<file path="config.mk">
export PLATFORM = sky130hd
export DESIGN_NAME = rrf
export DESIGN_NICKNAME = d
export VERILOG_FILES = /design/src/rtl/rrf_pkg.sv /design/src/rtl/rrf_free_queue.sv /design/src/rtl/rrf.sv
export SDC_FILE = /design/constraint.sdc
export NUM_CORES = 1
export LEC_CHECK = 0
export BUFFER_PORTS_ARGS = -buffer_cell sky130_fd_sc_hd__buf_2
export CAP_MARGIN = 20
export CORE_MARGIN = 2
export CORE_UTILIZATION = 35
export DETAILED_ROUTE_END_ITERATION = 16
export GPL_ROUTABILITY_DRIVEN = 0
export SLEW_MARGIN = 20
export SYNTH_ARGS = -nofsm -noshare
export SYNTH_HDL_FRONTEND = slang
export SYNTH_SLANG_ARGS = --single-unit
</file>
<file path="constraint.sdc">
create_clock -name clk -period 13.6 [get_ports clk]
set_clock_uncertainty 0.2 [all_clocks]
set_input_delay 0.68 -clock clk [delete_from_list [all_inputs] [get_ports clk]]
set_output_delay 0.68 -clock clk [all_outputs]
set_load 0.05 [all_outputs]
</file>
<file path="src/rtl/rrf_pkg.sv">
// Shared sizing for the retirement register file and its free-return path.
package rrf_pkg;
    localparam int unsigned ARF_DEPTH    = 32;
    localparam int unsigned ARF_IDX      = $clog2(ARF_DEPTH);
    localparam int unsigned PRF_DEPTH    = 64;
    localparam int unsigned PRF_IDX      = $clog2(PRF_DEPTH);
    localparam int unsigned RRF_FQ_DEPTH = 4;
    localparam int unsigned RETIRE_CNT_W = 32;
endpackage

</file>
<file path="src/rtl/rrf_free_queue.sv">
// Valid/ready FIFO carrying superseded physical registers back to the free list.
module rrf_free_queue #(
    parameter int unsigned WIDTH = 6,
    parameter int unsigned DEPTH = 4
) (
    input  logic             clk,
    input  logic             rst,
    input  logic             push_valid,
    input  logic [WIDTH-1:0] push_data,
    output logic             push_ready,
    output logic             pop_valid,
    output logic [WIDTH-1:0] pop_data,
    input  logic             pop_ready
);
    localparam int unsigned PTR_W = $clog2(DEPTH) + 1;

    logic [PTR_W-1:0] head;
    logic [PTR_W-1:0] tail;
    logic [PTR_W-1:0] head_nxt;
    logic [PTR_W-1:0] tail_nxt;
    logic [WIDTH-1:0] mem [DEPTH];
    logic             full;
    logic             empty;
    logic             push;
    logic             pop;

    assign push       = push_valid && !full;
    assign pop        = pop_ready && !empty;
    assign push_ready = !full;
    assign pop_valid  = !empty;
    assign pop_data   = mem[head[PTR_W-2:0]];

    always_comb begin
        head_nxt = head + PTR_W'(pop);
        tail_nxt = tail + PTR_W'(push);
    end

    // Full/empty are registered from next pointers so the handshake outputs carry no input path.
    always_ff @(posedge clk or posedge rst) begin
        if (rst) begin
            head  <= '0;
            tail  <= '0;
            empty <= 1'b1;
            full  <= 1'b0;
            for (int unsigned i = 0; i < DEPTH; i++) begin
                mem[i] <= '0;
            end
        end else begin
            head  <= head_nxt;
            tail  <= tail_nxt;
            empty <= (head_nxt == tail_nxt);
            full  <= ((tail_nxt - head_nxt) == PTR_W'(DEPTH));
            if (push) begin
                mem[tail[PTR_W-2:0]] <= push_data;
            end
        end
    end
endmodule

</file>
<file path="src/rtl/rrf.sv">
// Retirement RAT: installs committed mappings and returns superseded physical registers.
module rrf
    import rrf_pkg::*;
#(
    parameter int unsigned FQ_DEPTH = RRF_FQ_DEPTH
) (
    input  logic                         clk,
    input  logic                         rst,
    input  logic                         rob_valid,
    input  logic [PRF_IDX-1:0]           rob_rd_phy,
    input  logic [ARF_IDX-1:0]           rob_rd_arch,
    output logic                         rob_ready,
    output logic                         fl_valid,
    output logic [PRF_IDX-1:0]           fl_phy,
    input  logic                         fl_ready,
    output logic [ARF_DEPTH*PRF_IDX-1:0] rrat_map,
    output logic [RETIRE_CNT_W-1:0]      retire_count
);
    logic [PRF_IDX-1:0] rrat [ARF_DEPTH];
    logic               commit;
    logic               push;
    logic [PRF_IDX-1:0] old_phy;

    assign commit  = rob_valid && rob_ready;
    assign push    = commit && (rob_rd_arch != '0);
    assign old_phy = rrat[rob_rd_arch];

    // x0 commits still retire but never remap or free anything.
    always_ff @(posedge clk or posedge rst) begin
        if (rst) begin
            for (int unsigned i = 0; i < ARF_DEPTH; i++) begin
                rrat[i] <= PRF_IDX'(i);
            end
            retire_count <= '0;
        end else begin
            if (push) begin
                rrat[rob_rd_arch] <= rob_rd_phy;
            end
            if (commit) begin
                retire_count <= retire_count + RETIRE_CNT_W'(1);
            end
        end
    end

    for (genvar g = 0; g < ARF_DEPTH; g++) begin : g_map
        assign rrat_map[g*PRF_IDX +: PRF_IDX] = rrat[g];
    end

    rrf_free_queue #(
        .WIDTH (PRF_IDX),
        .DEPTH (FQ_DEPTH)
    ) u_free_queue (
        .clk        (clk),
        .rst        (rst),
        .push_valid (push),
        .push_data  (old_phy),
        .push_ready (rob_ready),
        .pop_valid  (fl_valid),
        .pop_data   (fl_phy),
        .pop_ready  (fl_ready)
    );
endmodule

</file>
Yosys cells after proc, flatten, opt, wreduce, memory -nomap -nowiden. Cells that the tools add are included.

Add/sub/neg operators: 4. Magnitude comparators: 5. Equality and inequality tests: 2. Multiplexer cells: 12. Bitwise logic cells: 3. Reductions and logical operators: 9.

Operator list (number): 192-bit bitwise mux (1); 6-bit 2-to-1 mux (6); 32-bit by 1-bit adder with 32-bit output, second input constant (1); 6-bit binary-select mux with 5-bit select (1); 6-bit demux with 5-bit select (1); 24-bit bitwise mux (1); 6-bit binary-select mux with 2-bit select (1); 6-bit demux with 2-bit select (1); 3-bit by 1-bit adder with 3-bit output (2); 3-bit >= comparator, second input constant (2); 6-bit >= comparator, second input constant (1); 1-bit logical AND (6); 6-bit by 1-bit less-than comparator with 1-bit output, second input constant (1); 2-bit inverter with 3-bit output (2); 5-bit inverter with 6-bit output (1); 5-bit nonzero test (1); 3-bit equality test (1); 3-bit equality test, second input constant (1); 3-bit by 1-bit less-than comparator with 1-bit output, second input constant (1); 3-bit subtractor (1); 1-bit zero test (2).

Register bits: 256. Bits of input ports: 15. Logic and storage cells: 76.

Depth between registers and ports, before layout. Gate-level depths: netlist of run 1.

Word-level depth: 7. Depth in mapped cells: 10. Gate-level depth less buffers: 8.

Hierarchy. A second synthesis of run 1 with hierarchy kept.

Cell total of the unflattened synthesis: 870. Area, all modules: 12139.1 sq um.

By module, submodules not included: rrf (times used 1, cells an instance 780, area each 10684.0 sq um, seq. area each 5705.5 sq um); rrf_free_queue (times used 1, cells an instance 90, area each 1455.1 sq um, seq. area each 802.0 sq um).

Worst setup path after synthesis of run 1. Ideal clock, no wire load.

Path type: input -> register. From: in rob_rd_arch[4]. To: reg u_free_queue.full. Arrival time: 2253 ps. Required time: 13281 ps. Slack: 11028 ps. Stages: 8. Path through: nor3_1 > a21oi_1 > ha_1 > ha_1 > xor2_1 > xor2_1 > xnor2_1 > nor2_1.

Longest elaborated chain between the ends: 6.

RTL lines: start: declaration (RTL line rrf.sv:11) `input logic [ARF_IDX-1:0] rob_rd_arch,`; 5-bit nonzero test (RTL line rrf.sv:25) `assign push = commit && (rob_rd_arch != '0);`; 1-bit logical AND (RTL line rrf.sv:25); 1-bit logical AND (RTL line rrf_free_queue.sv:27) `assign push = push_valid && !full;`; 3-bit by 1-bit adder with 3-bit output (RTL line rrf_free_queue.sv:35) `tail_nxt = tail + PTR_W'(push);`; net u_free_queue.tail_nxt[2] (RTL line rrf_free_queue.sv:20) `logic [PTR_W-1:0] tail_nxt;`; 3-bit subtractor (RTL line rrf_free_queue.sv:52) `full <= ((tail_nxt - head_nxt) == PTR_W'(DEPTH));`; 3-bit equality test (RTL line rrf_free_queue.sv:52); end signal: assignment (RTL line rrf_free_queue.sv:52); end: declaration (RTL line rrf_free_queue.sv:22) `logic full;`.

The timed path passes the listed nets, and every way through them passes these cells. A chain may end at the register's enable or synchronous reset.

Worst setup path after layout of run 1.
From: in rob_rd_arch[1]. To: reg u_free_queue.mem[11] (netlist bit).

Longest elaborated chain between the ends: 5. Elaborated cells between the ends (all ways): 8. Classes of those cells: mux: 4; bitwise: 1; reduce/logical: 3.

RTL lines: 5-bit inverter with 6-bit output (not written as such) (RTL line rrf.sv:26) `assign old_phy = rrat[rob_rd_arch];`; 6-bit binary-select mux with 5-bit select (RTL line rrf.sv:26); 6-bit 2-to-1 mux (not written as such) (2 in a row) (RTL line rrf.sv:26); 24-bit bitwise mux (RTL line rrf_free_queue.sv:54) `mem[tail[PTR_W-2:0]] <= push_data;`; end signal: indexed assignment (RTL line rrf_free_queue.sv:54); end: declaration (RTL line rrf_free_queue.sv:21) `logic [WIDTH-1:0] mem [DEPTH];`.

Several ways; a longest one is shown, not always the timed one. The select of a mux whose other input is x is not followed.

==> flow_summary_export.csv, run 1 <==
group,metric,value,unit
outcome,status,"completed",
setup_path,crit_fanout,62,
final_layout,nets,1133,
cts,clock_path_buffers,3,
die,fp.dieArea,35300,um2
synthesis,netlist_area,11800,um2
routing,viasPerCell,5.21,
sta,layout_worst_path_cycle_share,25.8,%
cts,cts_tree,"built",
cts,ctsResizeCount,0,
sta,hold_violations,0,
final_layout,seq_area,6510,um2
cts,cts_setup_buffers,0,
synthesis,netlist_instances,885,
die,io_pins,247,
synthesis,synth-main-ff-cell,"dfrtp_1",
synthesis,yosys.area_share.simple,7.98,%
die,core,33400,um2
synthesis,yosysWarnings,0,
die,die_h,188,um
routing,num_vias,8250,
hold_path,hp-class,"primary input to async pin",
synthesis,ys_ff_latch,256,
sta,tightestPinTransition,949,ps
cts,cts_root_buffer,"clkbuf_16",
power,p_total,3.14,mW
synthesis,ys_types,42,
power,clockPowerShare,25.8,%
synthesis,synth_compound_area_share,3.21,%
synthesis,synth_top_area_share,37.0,%
routing,drtIter0Drc,511,
global_route,grt_overflow,0,
global_route,grt_usage,20.2,%
power,switching_share,42.5,%
synthesis,synth-xor-area-share,2.59,%
final_layout,multi_input_area,5040,um2
final_layout,n_fill_cell,3129,
power,internal_power,1.81,mW
routing,antenna_left,0,
power,p_per_area,218,nW/um2
routing,drt_first_pass_iters,5,
synthesis,synth.most_common_cell,"mux2_2",
synthesis,ys_top_cells_by_count,"mux2_2, dfrtp_1, mux2i_1, dfstp_2, o22ai_1",
cts,clk_pin_slew,60,ps
synthesis,synth-seq-area-share,54.9,%
synthesis,ys_async_sr_fraction,100,%
synthesis,synthTopCellsByArea,"dfrtp_1, mux2_2, dfstp_2",
setup_path,worstPathRequired,13820,ps
routing,post-route-drc-count,0,
cts,htree_levels,1,
synthesis,yosys.area_share.adder,0.739,%
sta,timing.hold.ws,68.1,ps
cts,hold_buffers,0,
power,p_sw,1.33,mW
power,p_leak,6.91,nW
sta,maxSlewHeadroom,36.1,%
setup_path,reg2regPathDepth,5,
setup_path,startpoint_type,"primary input",
synthesis,synth_top_area_cell,"dfrtp_1",
synthesis,synth_top_family_by_area,"multiplexers",
routing,wl_per_cell,23.1,um
power,p_comb_share,37.4,%
placed_design,numPortBuffers,246,
sta,setup_viol,0,
cts,insertion_delay,560,ps
power,ir_drop,0.120,mV
placed_design,post-dp-hpwl,26400,um
routing,routed_wl,36500,um
sta,rsz0062_at_grt,"no",
setup_path,arrival,3730,ps
setup_path,critPathCaptureType,"register",
global_route,grt_pass1_vias,8436,
sta,maxSlewViolCount,0,
global_route,grt_max_degree,115,
final_layout,drive_gt1_share,52.7,%
setup_path,path_class,"primary input to register",
sta,layout_min_cycle_time,3510,ps
sta,final.setup.tns,0,ps
die,rows,67,
job,drv_cap,0,
sta,max_freq,0.285,GHz
synthesis,syn_avg_cell_area,13.4,um2
final_layout,area_delta_synth_final,21.5,%
synthesis,syn_nets,907,
die,start_util,35.4,%
synthesis,synth_edf_count,0,
die,dieWidth,188,um
global_route,antenna_found_initial,3,
cts,cts_buffers,28,
global_route,grt_pass1_wl,54700,um
power,pwr-share-seq,36.8,%
cts,cts_sinks,256,
synthesis,synth_mux_area_share,28.1,%
-- power by group through the flow --
stage               clock network, mW  logic, mW  registers (mW)
detailed placement                  0       1.18            1.17
floorplan                           0      0.406            1.61
CTS                             0.821       1.18            1.16
global route                    0.853       1.23            1.18
global placement                    0       1.17            1.16
finish                          0.810       1.17            1.16
-- cells by family after synthesis --
logic type / count (synthesis)
muxes: 300
DFF: 256
and+or+nand+nor: 165
AOI/OAI and AO/OA: 61
buffers and inverters: 61
xor gates and xnor gates: 35
adders and majority gates: 7
-- stage by stage --
step                      util (%)  instance area (um2)  std cells  worst slack (ps)
after CTS                     43.0                14400       1580             10230
after detailed placement      40.1                13400       1529              9670
after global routing          43.0                14400       1582             10040
after floorplan                  -                11800        885              5810
final                         43.0                14400       1582             10090
after global placement        40.1                13400       1529              9820
-- final timing paths --
check | start | end | slack, ps
max reg2reg | u_free_queue.full | rrat_map[155] | 10780
min | rst | rrat_map[25] | 70
min reg2reg | rrat_map[4] | rrat_map[4] | 200
max in group asynchronous | rst | rrat_map[105] | 11640
max | rob_rd_arch[1] | u_free_queue.mem[11] | 10090
min in group clk | rrat_map[4] | rrat_map[4] | 200
-- layout by cell type, fill, tap and decap left out, drive strengths merged, types with 22 or more instances in the layout --
| cell type | n |
|---|---|
| mux2 | 198 |
| dfstp | 81 |
| buf | 250 |
| o22ai | 48 |
| nor2 | 36 |
| clkbuf | 38 |
| nand2 | 39 |
| dfrtp | 175 |
| mux2i | 96 |
| xnor2 | 22 |
-- worst max-delay path, stage by stage --
cell     delay [ps]
buf_6           580
buf_4           720
mux2i_1         280
o22ai_1         140
nor4_1          820
nand2_1         140
mux2_2          300
-- registers in the layout, summed over array words and instances (netlist names) --
| signal | cells |
|---|---|
| u_free_queue.head | 3 |
| retire_count | 32 |
| u_free_queue.tail | 3 |
| u_free_queue.full | 1 |
| u_free_queue.mem | 24 |
| rrat_map | 192 |
| u_free_queue.empty | 1 |
-- area by class of cell --
type                       count  area share [%]
sequential                   256            45.2
multi-input combinational    568            35.1
timing repair buffer         250            8.81
clock buffer                  38            5.34
tap                          448            3.89
clock inverter                13            1.43
inverter                       7           0.235
antenna                        2          0.0348
-- per-layer routing --
layer | wire length, um | global-route usage, % | up-vias | part of all wire (%)
li1 | - | - | 3695 | -
met1 | 15900 | 26.9 | 4275 | 44
met2 | 17500 | 33.6 | 234 | 48
met3 | 2070 | 4.02 | 46 | 5.7
met4 | 1060 | 5.78 | 0 | 2.9
met5 | 0 | 0 | - | 0
No activity file was read; power rests on OpenSTA's default activity.
==> run 2, diff against run 1 <==
==> constraint.sdc (replaced) <==
create_clock -name clk -period 3.1 [get_ports clk]
set_clock_uncertainty 0.2 [all_clocks]
set_input_delay 0.155 -clock clk [delete_from_list [all_inputs] [get_ports clk]]
set_output_delay 0.155 -clock clk [all_outputs]
set_load 0.05 [all_outputs]
==> flow_summary_export.csv, run 2 (synthesis results as in run 1) <==
group,metric,value,unit
setup_path,crit_fanout,7,
power,p_sw,5.83,mW
power,switching_share,42.9,%
die,die_h,188,um
die,rows,67,
final_layout,largest_reg_flops,192,
routing,drt_first_pass_iters,5,
placed_design,post-place-ws,325,ps
setup_path,startpoint_type,"register",
routing,post-route-drc-count,0,
final_layout,fin_util,43.4,%
sta,tightestPinTransition,882,ps
routing,viasPerCell,5.19,
routing,drtIter0Drc,522,
routing,num_vias,8331,
power,p_leak,6.98,nW
setup_path,r2r_slack,640,ps
hold_path,hp-class,"primary input to async pin",
setup_path,reg2reg_to,"rrat_map[120]",
final_layout,final_cell_area,14500,um2
sta,layout_min_cycle_time,2460,ps
sta,fin_ws,643,ps
cts,clock_path_buffers,3,
cts,cts_buffers,29,
die,core,33400,um2
sta,final.setup.tns,0,ps
power,clockPowerShare,24.3,%
setup_path,cp_cell_sequence,"nand2b_1 > nor4_2 > nand3_1 > mux2_2",
final_layout,final_common_cell,"buf_2",
final_layout,n_fill_cell,3163,
placed_design,post-dp-hpwl,26800,um
power,pwr-share-seq,37.4,%
power,internal_power,7.74,mW
power,ir_drop,0.495,mV
final_layout,drive_gt1_share,52.5,%
cts,cts_sinks,256,
cts,hold_buffers,3,
final_layout,area_delta_synth_final,22.6,%
cts,cts_root_buffer,"clkbuf_16",
die,dieWidth,188,um
global_route,grt_pass1_vias,8675,
final_layout,mostFrequentLayoutCells,"buf_2, mux2_2, dfrtp_1",
global_route,grt_usage,20.6,%
setup_path,reg2reg_from,"u_free_queue.full",
sta,maxSlewViolCount,0,
sta,setup_viol,0,
global_route,antenna_found_initial,1,
setup_path,reg2regPathDepth,4,
power,p_total,13.6,mW
setup_path,cp_top_family,"simple AND/OR/NAND/NOR gates",
sta,hold_violations,0,
placed_design,numPortBuffers,246,
power,p_comb_share,38.3,%
setup_path,critPathSlowestCell,"nor4_2",
cts,htree_levels,1,
outcome,status,"completed",
placed_design,placed_cell_area,13600,um2
setup_path,critPathCaptureType,"register",
global_route,grt_max_degree,85,
setup_path,path_class,"register to register",
power,p_per_area,934,nW/um2
setup_path,worstPathRequired,3330,ps
routing,antenna_left,0,
setup_path,arrival,2690,ps
sta,maxSlewHeadroom,40.6,%
sta,max_freq,0.407,GHz
final_layout,nets,1155,
die,fp.dieArea,35300,um2
cts,cts_tree,"built",
die,io_pins,247,
cts,insertion_delay,550,ps
cts,cts_setup_buffers,0,
sta,rsz0062_at_grt,"no",
job,drv_cap,0,
routing,routed_wl,36800,um
global_route,grt_overflow,0,
global_route,grt_pass1_wl,55500,um
die,start_util,35.4,%
routing,wl_per_cell,22.9,um
cts,ctsResizeCount,0,
setup_path,crit_buf_inv,0,
sta,layout_worst_path_cycle_share,79.3,%
cts,clk_pin_slew,60,ps
setup_path,slowest_delay,620,ps
run 2: area by class of cell:
cell class | count | area (um2) | area share (%)
multi-input combinational | 568 | 5040 | 34.7
antenna | 1 | 2.50 | 0.0172
clock buffer | 51 | 858 | 5.91
tap | 448 | 561 | 3.86
timing repair buffer | 271 | 1470 | 10.1
sequential | 256 | 6510 | 44.8
inverter | 7 | 30.0 | 0.207
clock inverter | 3 | 43.8 | 0.302
run 2: worst max path at each step:
stage | startpoint | endpoint | slack, ps | cells after the start
after floorplan | rst | retire_count[0] | -560 | 1
after global placement | rob_rd_arch[1] | u_free_queue.mem[7] | 370 | 7
after detailed placement | rob_rd_arch[1] | u_free_queue.mem[1] | 330 | 7
after CTS | u_free_queue.full | rrat_map[121] | 620 | 4
after global routing | u_free_queue.full | rrat_map[121] | 520 | 4
final | u_free_queue.full | rrat_map[120] | 640 | 4
run 2: through the flow:
stage	std cells	hold WS, ps
finish	1605	68.3
floorplan	885	107
global placement	1547	112
detailed placement	1547	105
CTS	1604	66.3
global route	1605	90.2
run 2: power by group through the flow:
| stage | logic (mW) | registers, mW | clock network [mW] |
|---|---|---|---|
| 2_1_floorplan | 1.78 | 7.08 | 0 |
| 3_3_place_gp | 5.15 | 5.11 | 0 |
| 3_5_place_dp | 5.20 | 5.13 | 0 |
| 4_1_cts | 5.22 | 5.08 | 3.36 |
| 5_1_grt | 5.43 | 5.20 | 3.49 |
| 6_report | 5.19 | 5.08 | 3.30 |
run 2: worst register-to-register path, cell delays in order, from the launching register on:
cell and delay [ps]:
dfrtp_1 400, nand2b_1 270, nor4_2 620, nand3_1 470, mux2_2 400
run 2: per-layer routing:
layer | global-route usage [%] | wire [um]
met1 | 27.6 | 16100
met2 | 34.3 | 17400
met3 | 4.34 | 2390
met4 | 5.09 | 900
met5 | 0 | 0
==> run 3, diff against run 2 <==
==> constraint.sdc (replaced) <==
create_clock -name clk -period 2.31 [get_ports clk]
set_clock_uncertainty 0.2 [all_clocks]
set_input_delay 0.1155 -clock clk [delete_from_list [all_inputs] [get_ports clk]]
set_output_delay 0.1155 -clock clk [all_outputs]
set_load 0.05 [all_outputs]
==> flow_summary_export.csv, run 3 (synthesis results as in run 1) <==
group,metric,value,unit
global_route,groute.layer.met1.usage,27.3,%
power,p_total,18.3,mW
sta,hold_violations,0,
placed_design,placed_cell_area,14000,um2
die,rows,67,
routing,wl_per_cell,22.4,um
global_route,antenna_found_initial,0,
final_layout,mostFrequentLayoutCells,"buf_2, mux2_2, dfrtp_1",
power,p_leak,7.28,nW
power,internal_power,10.4,mW
sta,max_freq,0.447,GHz
sta,maxSlewHeadroom,48.3,%
die,core,33400,um2
placed_design,numPortBuffers,246,
sta,final.setup.tns,0,ps
power,pwr-share-seq,36.8,%
final_layout,nets,1205,
global_route,grt_use_met2,33.9,%
power,p_sw,7.86,mW
power,switching_share,42.9,%
global_route,grt_pass1_wl,55500,um
die,fp.dieArea,35300,um2
placed_design,post-dp-hpwl,27200,um
power,ir_drop,0.769,mV
global_route,grt_max_degree,69,
die,start_util,35.4,%
routing,viasPerCell,5.12,
cts,clock_path_buffers,3,
setup_path,path_class,"register to primary output",
sta,layout_min_cycle_time,2240,ps
routing,antenna_left,0,
die,dieWidth,188,um
hold_path,hp-class,"primary input to register",
setup_path,worstPathRequired,1990,ps
routing,drt_first_pass_iters,6,
power,p_comb_share,39.4,%
routing,drtIter0Drc,397,
cts,insertion_delay,560,ps
global_route,top_usage_layer,"met2",
routing,routed_wl,37100,um
cts,clk_pin_slew,60,ps
final_layout,final_cell_area,15000,um2
sta,layout_worst_path_cycle_share,96.9,%
cts,cts_root_buffer,"clkbuf_16",
setup_path,arrival,1920,ps
global_route,grt_pass1_vias,8756,
power,p_per_area,1220,nW/um2
final_layout,area_delta_synth_final,26.9,%
sta,tightestPinTransition,776,ps
cts,cts_tree,"built",
sta,rsz0062_at_grt,"yes",
final_layout,diodes,0,
cts,cts_buffers,28,
setup_path,crit_fanout,6,
setup_path,critPathCaptureType,"primary output",
job,drv_cap,0,
power,clockPowerShare,23.9,%
global_route,grt_overflow,0,
outcome,status,"completed",
final_layout,fin_util,44.9,%
cts,htree_levels,1,
final_layout,final_common_cell,"buf_2",
routing,post-route-drc-count,0,
placed_design,place_inst,1594,
setup_path,startpoint_type,"register",
global_route,grt_usage,20.7,%
die,io_pins,247,
die,die_h,188,um
final_layout,drive_gt1_share,54.9,%
sta,setup_viol,0,
sta,maxSlewViolCount,0,
final_layout,largest_reg_flops,192,
routing,num_vias,8457,
global_route,grtUsageMet3,5.13,%
final_layout,instances_no_fill,1653,
cts,cts_sinks,256,
==> run 3: changes by cell type in the layout (fill, tap and decap cells not counted), sizes merged, moves of 2 or more <==
| cell | delta |
|---|---|
| buf | +48 |
| clkbuf | -4 |
| clkinv | +3 |
| dlygate4sd3 | +2 |
==> run 3: path summary, 6_finish.rpt <==
kind / start / to / slack (ps) / cells past startpoint
worst min-delay path: rob_rd_phy[4] / rrat_map[172] / 50 / 2
worst min register to register: rrat_map[3] / rrat_map[3] / 200 / 0
max in group asynchronous: rst / rrat_map[139] / 700 / 5
worst max-delay path: u_free_queue.head[0] / fl_phy[1] / 70 / 3
worst max register to register: u_free_queue.full / rrat_map[83] / 100 / 7
min in group asynchronous: rst / rrat_map[9] / 480 / 4
==> run 3: layout make-up <==
cell class | instances | area [um2]
Sequential cell | 256 | 6510
Clock inverter | 6 | 72.6
Clock buffer | 46 | 818
Fill cell | 3108 | 18400
Inverter | 7 | 30.0
Multi-Input combinational cell | 568 | 5070
Timing Repair Buffer | 322 | 1980
Tap cell | 448 | 561
==> run 3: power by group through the flow <==
stage	combinational, mW	clock (mW)	sequential [mW]
after global placement	7.14	0	6.75
after CTS	7.23	4.48	6.73
after floorplan	2.39	0	9.50
after global routing	7.56	4.69	6.89
final	7.21	4.37	6.73
after detailed placement	7.21	0	6.80
==> run 3: per-layer routing <==
metal | share of wire [%] | vias up
met3 | 6.6 | 51
met1 | 43 | 4317
met4 | 2.7 | 0
li1 | - | 3835
met5 | 0 | -
met2 | 47 | 254
==> run 3: worst max-delay path, cell delays in order, from the launching register on <==
cell,delay [ps]
dfrtp_1,370
buf_6,170
mux4_2,580
clkbuf_4,250
==> run 3: what timing repair did <==
| item | 4_1_cts | 5_1_grt |
|---|---|---|
| endpoints found under the hold margin | 233 | 0 |
| gates resized for setup | 2 | 5 |
| setup buffers | 1 | 1 |
| gates cloned | 0 | 0 |
| hold buffers | 5 | 0 |
| endpoints found under the setup margin | 42 | 16 |
| pin swaps | 1 | 1 |
==> run 3: through the flow <==
stage	setup WS, ps	hold WS, ps
after global routing	-34.4	67.4
after floorplan	-1310	67.2
final	70.8	54.5
after CTS	22.4	33.3
after detailed placement	-463	-85.2
after global placement	-372	-90.2
